**config.mk**
```make
export PLATFORM = sky130hd
export DESIGN_NAME = imem_fetch_ctrl
export DESIGN_NICKNAME = d
export VERILOG_FILES = /design/src/rtl/fetch_pkg.sv /design/src/rtl/fetch_fifo.sv /design/src/rtl/imem_fetch_ctrl.sv
export SDC_FILE = /design/constraint.sdc
export NUM_CORES = 1
export LEC_CHECK = 0
export ABC_AREA = 1
export BUFFER_PORTS_ARGS = -buffer_cell sky130_fd_sc_hd__buf_2
export CAP_MARGIN = 20
export CORE_ASPECT_RATIO = 0.6
export CORE_UTILIZATION = 35
export DETAILED_ROUTE_END_ITERATION = 10
export GPL_ROUTABILITY_DRIVEN = 1
export PLACE_DENSITY_LB_ADDON = 0.3
export SLEW_MARGIN = 20
export SYNTH_ARGS = -nofsm -noshare
export SYNTH_HDL_FRONTEND = slang
export SYNTH_SLANG_ARGS = --single-unit
```
**constraint.sdc**
```tcl
create_clock -name clk -period 3.5 [get_ports clk]
set_input_delay 0.35 -clock clk [delete_from_list [all_inputs] [get_ports clk]]
set_output_delay 0.35 -clock clk [all_outputs]
set_load 0.005 [all_outputs]
```
**src/rtl/fetch_pkg.sv**
```systemverilog
// Shared types for the instruction fetch controller: FSM states and the
// {pc, instr} record held in the fetch buffer.
package fetch_pkg;
    localparam int          ILEN    = 32;
    localparam logic [31:0] PC_STEP = 32'd4;

    typedef enum logic {IDLE, RUN} fetch_state_e;

    typedef struct packed {
        logic [ILEN-1:0] pc;
        logic [ILEN-1:0] instr;
    } fetch_entry_t;
endpackage

```
**src/rtl/fetch_fifo.sv**
```systemverilog
// Small circular buffer of fetched {pc, instr} entries; flush wins over push/pop.
module fetch_fifo
    import fetch_pkg::*;
#(
    parameter int BUF_DEPTH = 2
) (
    input  logic                         clk,
    input  logic                         rst_n,
    input  logic                         push_i,
    input  fetch_entry_t                 push_entry_i,
    input  logic                         pop_i,
    input  logic                         flush_i,
    output logic [$clog2(BUF_DEPTH):0]   count_o,
    output fetch_entry_t                 head_o
);
    localparam int PW = $clog2(BUF_DEPTH);
    localparam int CW = PW + 1;

    fetch_entry_t  mem_q [BUF_DEPTH];
    logic [PW-1:0] head_q;
    logic [PW-1:0] tail_q;
    logic [CW-1:0] count_q;
    logic [CW-1:0] count_d;

    always_comb begin
        count_d = count_q;
        if (push_i && !pop_i) begin
            count_d = count_q + CW'(1);
        end else if (pop_i && !push_i) begin
            count_d = count_q - CW'(1);
        end
    end

    // Pointers wrap naturally because the depth is a power of two.
    always_ff @(posedge clk or negedge rst_n) begin
        if (!rst_n) begin
            for (int i = 0; i < BUF_DEPTH; i++) begin
                mem_q[i] <= '0;
            end
            head_q  <= '0;
            tail_q  <= '0;
            count_q <= '0;
        end else if (flush_i) begin
            head_q  <= '0;
            tail_q  <= '0;
            count_q <= '0;
        end else begin
            if (push_i) begin
                mem_q[tail_q] <= push_entry_i;
                tail_q        <= tail_q + PW'(1);
            end
            if (pop_i) begin
                head_q <= head_q + PW'(1);
            end
            count_q <= count_d;
        end
    end

    assign count_o = count_q;
    assign head_o  = mem_q[head_q];
endmodule

```
**src/rtl/imem_fetch_ctrl.sv**
```systemverilog
// Fetch controller: owns the fetch PC, reads the combinational imem and
// queues {pc, instr} for decode; redirects flush the queue and restart fetch.
module imem_fetch_ctrl
    import fetch_pkg::*;
#(
    parameter logic [31:0] RESET_PC  = 32'h0000_0000,
    parameter int          BUF_DEPTH = 2
) (
    input  logic        clk,
    input  logic        rst_n,
    input  logic        fetch_en,
    output logic [31:0] imem_addr,
    input  logic [31:0] imem_instr,
    input  logic        redirect_valid,
    input  logic [31:0] redirect_pc,
    output logic        out_valid,
    input  logic        out_ready,
    output logic [31:0] out_pc,
    output logic [31:0] out_instr
);
    localparam int CW = $clog2(BUF_DEPTH) + 1;

    fetch_state_e  state_q;
    fetch_state_e  state_d;
    logic          fetching;
    logic [31:0]   fetch_pc_q;
    logic [31:0]   fetch_pc_d;
    logic [CW-1:0] count;
    fetch_entry_t  head;
    fetch_entry_t  push_entry;
    logic          pop;
    logic          push;

    always_ff @(posedge clk or negedge rst_n) begin
        if (!rst_n) begin
            state_q <= IDLE;
        end else begin
            state_q <= state_d;
        end
    end

    always_comb begin
        state_d = state_q;
        case (state_q)
            IDLE:    if (fetch_en)  state_d = RUN;
            RUN:     if (!fetch_en) state_d = IDLE;
            default: state_d = IDLE;
        endcase
    end

    always_comb begin
        fetching = 1'b0;
        case (state_q)
            RUN:     fetching = 1'b1;
            default: fetching = 1'b0;
        endcase
    end

    // A pop in a redirect cycle is a kill, not a transfer; the flush discards it.
    assign pop  = out_valid & out_ready & ~redirect_valid;
    assign push = fetching & fetch_en & ~redirect_valid &
                  ((count < CW'(BUF_DEPTH)) | pop);

    always_comb begin
        fetch_pc_d = fetch_pc_q;
        if (redirect_valid) begin
            fetch_pc_d = {redirect_pc[31:2], 2'b00};
        end else if (push) begin
            fetch_pc_d = fetch_pc_q + PC_STEP;
        end
    end

    always_ff @(posedge clk or negedge rst_n) begin
        if (!rst_n) begin
            fetch_pc_q <= RESET_PC;
        end else begin
            fetch_pc_q <= fetch_pc_d;
        end
    end

    assign push_entry.pc    = fetch_pc_q;
    assign push_entry.instr = imem_instr;

    fetch_fifo #(.BUF_DEPTH(BUF_DEPTH)) u_fifo (
        .clk          (clk),
        .rst_n        (rst_n),
        .push_i       (push),
        .push_entry_i (push_entry),
        .pop_i        (pop),
        .flush_i      (redirect_valid),
        .count_o      (count),
        .head_o       (head)
    );

    assign imem_addr = fetch_pc_q;
    assign out_valid = (count != '0);
    assign out_pc    = head.pc;
    assign out_instr = head.instr;
endmodule

```
==> flow_metrics.py, run 1 <==
metrics = {
    "synth": {
        "ys_seq_elements": 159,
        "yosysMostFrequentCell": "nand2_1",
        "netlist_area_um2": 7840,
        "synth.distinct_cells": 25,
        "yosysWarnings": 0,
        "synth_flop_cell": "dfrtp_1",
        "synth_area_leader_cell": "dfrtp_1",
        "syn_avg_cell_area_um2": 7.46,
        "ys_async_sr_fraction": 1.00,
        "synth_edf_count": 0,
        "yosysSeqAreaShare": 0.508,
        "synthTopCellsByCount": "nand2_1 (491), dfrtp_1 (159), o21ai_1 (105)",
        "netlist_top_cells_area": "dfrtp_1 (51%), nand2_1 (24%), o21ai_1 (6.7%), inv_1 (4.3%), o21ai_0 (2.7%)",
        "synth_top_area_frac": 0.508,
        "syn_inst": 1050,
    },
    "routing": {
        "vias": 7065,
        "ant_nets": 0,
        "drt_iter0_drc": 647,
        "firstDrtPassIters": 5,
        "routed_wl_mm": 22.5,
        "drc": 0,
        "avgViaCountPerCell": 4.76,
        "wl_per_cell_um": 15.2,
    },
    "power_and_ir_drop": {
        "internal_power_w": 0.00435,
        "seqPwrFrac": 0.423,
        "power.share.clock": 0.333,
        "switching_power_w": 0.00198,
        "combPwrFrac": 0.244,
        "switching_share": 0.312,
        "p_leak_nw": 5.11,
        "ir_worst_vdd_uv": 342,
        "p_per_area_nw_per_um2": 667,
    },
    "worst_setup_path": {
        "rr_endpoint": "imem_addr[28]$_DFFE_PN0P_",
        "arrival_ns": 2.02,
        "critPathLaunchType": "flop",
        "critPathMaxFanout": 30,
        "path_class": "flop to primary output",
        "r2r_start": "imem_addr[2]$_DFFE_PN0P_",
        "critPathRequiredTime_ns": 3.15,
        "reg2regPathDepth": 10,
        "regToRegSetupSlack_ns": 1.36,
        "end_kind": "primary output",
    },
    "timing": {
        "setup_viol": 0,
        "min_period_ns": 2.37,
        "tightest_slew_ns": 0.824,
        "whs_ns": 0.0693,
        "slew_viol_final": 0,
        "maxSlewHeadroom": 0.451,
        "finClkSkew_ns": 0.00612,
        "fmax_ghz": 0.422,
        "rsz0062_at_grt": "false",
        "setup_tns_ns": 0,
        "finalCritPeriodShare": 0.677,
        "hold_violations": 0,
    },
    "cells_and_area": {
        "n_fill_cell": 2207,
        "finalNonFillerCells": 1483,
        "syn_to_final_growth_pct": 21.0,
        "final_util": 0.441,
        "n_antenna_cell": 0,
        "nNetsFinal": 1262,
        "drive_gt1_frac": 0.180,
    },
    "clocking": {
        "clk_latency_ns": 0.43,
        "clock_path_buffers": 2,
        "cts_tree": "done",
        "numCtsBuffers": 17,
        "htreeDepth": 4,
        "clk_pin_slew_ns": 0.06,
        "root_buffer": "clkbuf_16",
        "cts.sinks": 159,
        "cts_setup_buffers": 0,
    },
    "global_routing": {
        "antenna_found_initial": 0,
        "grt_pass1_vias": 6303,
        "gr-total-overflow": 0,
        "track_usage": 0.201,
        "grt_pass1_wl_mm": 35.5,
        "grt_start_max_net_pins": 79,
    },
    "place": {
        "hpwl_mm": 15.7,
        "globalplace.congestion": 0.915,
        "port-buffer-count": 159,
        "dpl.cell_count": 1451,
    },
    "run": {
        "max-cap-violations": 0,
    },
    "min_path": {
        "hold_end": "state_q$_DFF_PN0_",
        "hp-class": "primary input to flop",
        "hold_depth": 1,
        "worst_hold_startpoint": "fetch_en",
    },
    "die": {
        "rows": 41,
        "core_area_um2": 21500,
        "dieWidth_um": 195,
        "die_y_um": 118,
        "die_area_um2": 23000,
        "ios": 166,
        "initial_core_util": 0.365,
    },
    "run_status": {
        "run_status": "finished, final reports clean",
    },
}
sequential cells by signal, summed over array words and instances (netlist names):
register,flops
imem_addr,30
state_q,1
u_fifo.count_o,2
u_fifo.head_q,1
u_fifo.mem_q,124
u_fifo.tail_q,1
worst max-delay path by stage:
stage	start	endpoint	slack, ns
floorplan	imem_addr[2]$_DFFE_PN0P_	imem_addr[28]$_DFFE_PN0P_	2.03
global placement	fetch_en	u_fifo.mem_q[126]$_DFFE_PN0P_	1.37
detailed placement	fetch_en	u_fifo.mem_q[98]$_DFFE_PN0P_	1.35
CTS	u_fifo.head_q$_DFFE_PN0P_	out_pc[31]	1.04
global route	u_fifo.head_q$_DFFE_PN0P_	out_instr[31]	0.97
finish	u_fifo.head_q$_DFFE_PN0P_	out_pc[31]	1.13
timing repair:
action | in CTS | in global routing
hold endpoints to repair | 47 | 0
hold buffers | 1 | 0
resized for setup | 0 | 0
critical path: stages (launching register included):
cell and delay (ns):
dfrtp_2 0.40, inv_2 0.47, buf_4 0.42, nand2_1 0.10
nand2_1 0.07, buf_2 0.13
metal layers:
layer | track usage | vias up | routed length [um]
li1 | - | 3536 | -
met1 | 0.325 | 3257 | 11800
met2 | 0.256 | 260 | 8560
met3 | 0.0562 | 12 | 2000
met4 | 0.0433 | 0 | 150
met5 | 0 | - | 0
metrics by stage:
step | area [um2] | worst slack, ns | total power (W)
final | 9490 | 1.13 | 0.00633
after floorplan | 7850 | 2.03 | 0.00358
after detailed placement | 8800 | 1.35 | 0.00426
after CTS | 9490 | 1.04 | 0.00641
after global routing | 9490 | 0.966 | 0.00677
after global placement | 8800 | 1.37 | 0.00421
area by class of cell:
class,count,area (um2),share of cell area
Sequential cell,159,3980,0.420
Multi-Input combinational cell,750,3200,0.337
Timing Repair Buffer,172,940,0.0991
Clock inverter,9,179,0.0189
Clock buffer,22,494,0.0521
Tap cell,279,349,0.0368
Inverter,92,348,0.0367
placed cells by master, fill, tap and decap left out, types with 8 or more instances in the layout:
cell type	count
o21ai_0	43
buf_2	158
buf_4	9
inv_1	90
nor2_1	53
o21ai_1	105
clkbuf_16	17
xor2_1	8
nand3_1	19
dfrtp_1	158
nand2_1	491
cells by family after synthesis:
family	after synthesis	share of synthesized area
DFF	159	0.508
adders and majority gates	1	0.00160
other	1	0.000479
buffers and inverters	144	0.0859
AOI/OAI and AO/OA	166	0.112
and+or+nand+nor	570	0.283
xor gates and xnor gates	9	0.0101
power by group through the flow:
stage	logic, W	clock network [W]	registers, W
3_3_place_gp	0.00153	0	0.00268
2_1_floorplan	0.000961	0	0.00262
3_5_place_dp	0.00156	0	0.00270
5_1_grt	0.00177	0.00227	0.00274
4_1_cts	0.00157	0.00217	0.00267
6_report	0.00155	0.00211	0.00268
No activity file was read; power rests on OpenSTA's default activity.
==> run 2: changes to the inputs <==
--- a/config.mk
+++ b/config.mk
@@ -5,7 +5,7 @@
 export SDC_FILE = /design/constraint.sdc
 export NUM_CORES = 1
 export LEC_CHECK = 0
-export ABC_AREA = 1
+export ABC_AREA = 0
 export BUFFER_PORTS_ARGS = -buffer_cell sky130_fd_sc_hd__buf_2
 export CAP_MARGIN = 20
 export CORE_ASPECT_RATIO = 0.6
==> constraint.sdc (replaced) <==
create_clock -name clk -period 2.5 [get_ports clk]
set_input_delay 0.25 -clock clk [delete_from_list [all_inputs] [get_ports clk]]
set_output_delay 0.25 -clock clk [all_outputs]
set_load 0.005 [all_outputs]
==> run 2 against run 1 <==
  * Global-route usage fell by 2.7 points
  * Critical path depth is 2 higher
  * Via count shrank 31%
  * Synthesized cell count down 47%
  * Non-clock buffer count up 3
==> flow_metrics.py, run 2 <==
metrics = {
    "die": {
        "dieWidth_um": 189,
        "die_area_um2": 21500,
        "ios": 166,
        "initial_core_util": 0.361,
        "core_area_um2": 20200,
        "die_y_um": 114,
        "rows": 40,
    },
    "timing": {
        "fmax_ghz": 0.475,
        "rsz0062_at_grt": "false",
        "finalCritPeriodShare": 0.842,
        "hold_violations": 0,
        "finClkSkew_ns": 0.00776,
        "tightest_slew_ns": 0.533,
        "min_period_ns": 2.11,
        "maxSlewHeadroom": 0.645,
        "slew_viol_final": 0,
        "setup_tns_ns": 0,
        "setup_viol": 0,
    },
    "place": {
        "globalplace.congestion": 0.767,
        "dpl.cell_count": 967,
        "hpwl_mm": 12.2,
        "port-buffer-count": 159,
    },
    "clocking": {
        "cts_resized": 0,
        "cts.sinks": 159,
        "numCtsBuffers": 17,
        "clk_latency_ns": 0.43,
        "cts_tree": "done",
        "clk_pin_slew_ns": 0.07,
        "clock_path_buffers": 2,
        "htreeDepth": 4,
        "root_buffer": "clkbuf_16",
    },
    "synth": {
        "yosysSeqAreaShare": 0.545,
        "synth_area_leader_cell": "dfrtp_1",
        "synth.distinct_cells": 40,
        "synth_edf_count": 0,
        "ys_async_sr_fraction": 1.00,
        "syn_avg_cell_area_um2": 13.2,
        "yosysMostFrequentCell": "mux2_2",
        "netlist_area_um2": 7310,
        "syn_inst": 553,
        "synthTopCellsByCount": "mux2_2 (179), dfrtp_1 (159), nand2_1 (36)",
        "ys_seq_elements": 159,
        "netlist_top_cells_area": "dfrtp_1 (54%), mux2_2 (28%), xor2_1 (2.3%), nand2_1 (1.8%), o21ai_0 (1.6%)",
        "yosysWarnings": 0,
        "synth_top_area_frac": 0.545,
        "synth_flop_cell": "dfrtp_1",
    },
    "worst_setup_path": {
        "regToRegSetupSlack_ns": 0.40,
        "slowest_stage": "dlygate4sd3_1",
        "end_kind": "flop",
        "critPathRequiredTime_ns": 2.80,
        "crit_family": "buffers and inverters",
        "critPathMaxFanout": 44,
        "rr_endpoint": "imem_addr[19]$_DFFE_PN0P_",
        "arrival_ns": 2.41,
        "critPathLaunchType": "primary input",
        "crit_buf_inv": 3,
        "reg2regPathDepth": 5,
        "path_class": "primary input to flop",
        "r2r_start": "imem_addr[5]$_DFFE_PN0P_",
        "cp_cell_sequence": "dlygate4sd3_1 > buf_2 > nand2_1 > nor2_2 > and3_4 > buf_12 > mux2_2",
        "critPathMaxStageDelay_ns": 0.53,
    },
    "power_and_ir_drop": {
        "power.total_w": 0.00755,
        "p_leak_nw": 4.10,
        "ir_worst_vdd_uv": 461,
        "p_per_area_nw_per_um2": 836,
    },
    "cells_and_area": {
        "finalNonFillerCells": 1003,
        "syn_to_final_growth_pct": 23.6,
        "layout_commonest_cell": "mux2_2",
        "regMostFlops": "u_fifo.mem_q",
        "n_fill_cell": 1874,
        "final_util": 0.447,
        "largest_reg_flops": 124,
        "final_cell_mix": "mux2_2 (179), dfrtp_1 (158), buf_2 (158), nand2_1 (36), o21ai_0 (24)",
        "nNetsFinal": 785,
        "drive_gt1_frac": 0.544,
    },
    "routing": {
        "ant_nets": 0,
        "drt_iter0_drc": 202,
        "vias": 4908,
        "firstDrtPassIters": 4,
        "avgViaCountPerCell": 4.89,
        "wl_per_cell_um": 17.6,
        "routed_wl_mm": 17.6,
        "drc": 0,
    },
    "min_path": {
        "hold_depth": 3,
        "hp-class": "primary input to flop",
        "worst_hold_startpoint": "redirect_pc[12]",
        "hold_end": "imem_addr[12]$_DFFE_PN0P_",
    },
    "global_routing": {
        "antenna_found_initial": 1,
        "gr-total-overflow": 0,
        "grt_pass1_wl_mm": 28.4,
        "grt_start_max_net_pins": 66,
        "grt_pass1_vias": 5242,
        "track_usage": 0.174,
    },
    "run_status": {
        "run_status": "finished, final reports clean",
    },
    "run": {
        "max-cap-violations": 0,
    },
}
-- run 2: cell count changes after synthesis, moves of 11 or more --
cell      before  now
buf_6         14    0
clkbuf_1      24    8
inv_1         90    4
mux2_2         0  179
nand2_1      491   36
nand3_1       19    7
nand4_1        0   14
nor2_1        53    7
o21ai_0       43   24
o21ai_1      105    7
xor2_1         8   19
-- run 2: cell families after synthesis --
group	after synthesis	synth area share
muxes	187	0.288
other	1	0.000513
AOI/OAI and AO/OA	41	0.0308
DFF	159	0.545
xor gates and xnor gates	26	0.0312
buffers and inverters	39	0.0272
adders and majority gates	1	0.00171
and+or+nand+nor	99	0.0759
-- run 2: worst max-delay path by stage --
stage / startpoint / to / slack, ns / cells past startpoint
6_report: fetch_en / u_fifo.mem_q[30]$_DFFE_PN0P_ / 0.39 / 7
5_1_grt: fetch_en / u_fifo.mem_q[54]$_DFFE_PN0P_ / 0.29 / 7
2_1_floorplan: u_fifo.count_o[1]$_DFFE_PN0P_ / u_fifo.mem_q[0]$_DFFE_PN0P_ / 0.73 / 6
3_5_place_dp: imem_addr[5]$_DFFE_PN0P_ / imem_addr[19]$_DFFE_PN0P_ / 0.43 / 5
3_3_place_gp: imem_addr[6]$_DFFE_PN0P_ / imem_addr[23]$_DFFE_PN0P_ / 0.51 / 5
4_1_cts: fetch_en / u_fifo.mem_q[36]$_DFFE_PN0P_ / 0.40 / 7
-- run 2: power breakdown --
| part | internal [W] | switching [W] | leakage [nW] |
|---|---|---|---|
| clock | 0.00141 | 0.00110 | 0.275 |
| sequential | 0.00316 | 0.000354 | 1.95 |
| combinational | 0.000927 | 0.000588 | 1.87 |
| total | 0.00550 | 0.00205 | 4.10 |
-- run 2: stage by stage --
stage                     area, um2  setup WS [ns]  hold slack [ns]
final                          9030          0.394           0.0342
after global routing           9020          0.286          0.00892
after CTS                      9020          0.403          0.00503
after detailed placement       8430          0.427            0.177
after global placement         8430          0.511            0.173
after floorplan                7320          0.725          -0.0456
-- run 2: final cells by class --
| cell class | count | area, um2 | area share |
|---|---|---|---|
| tap | 273 | 342 | 0.0378 |
| clock inverter | 14 | 135 | 0.0150 |
| timing repair buffer | 175 | 965 | 0.107 |
| multi-input combinational | 358 | 3150 | 0.349 |
| antenna | 2 | 5.00 | 0.000554 |
| inverter | 4 | 15.0 | 0.00166 |
| sequential | 159 | 3980 | 0.441 |
| clock buffer | 18 | 439 | 0.0486 |
-- run 2: tightest hold or removal path: stages --
cell and delay (ns):
buf_2 0.08, nand2_1 0.04, o21ai_0 0.06
-- run 2: metal layers --
layer,track usage,vias up,share of wire
met5,0,-,0
met1,0.233,2483,0.49
met2,0.265,114,0.45
met4,0.0704,0,0.014
met3,0.0489,15,0.051
li1,-,2296,-
-- run 2: repair_timing --
| item | CTS | global route |
|---|---|---|
| hold buffers | 2 | 0 |
| buffers inserted | 0 | 0 |
| endpoints found under the hold margin | 34 | 0 |
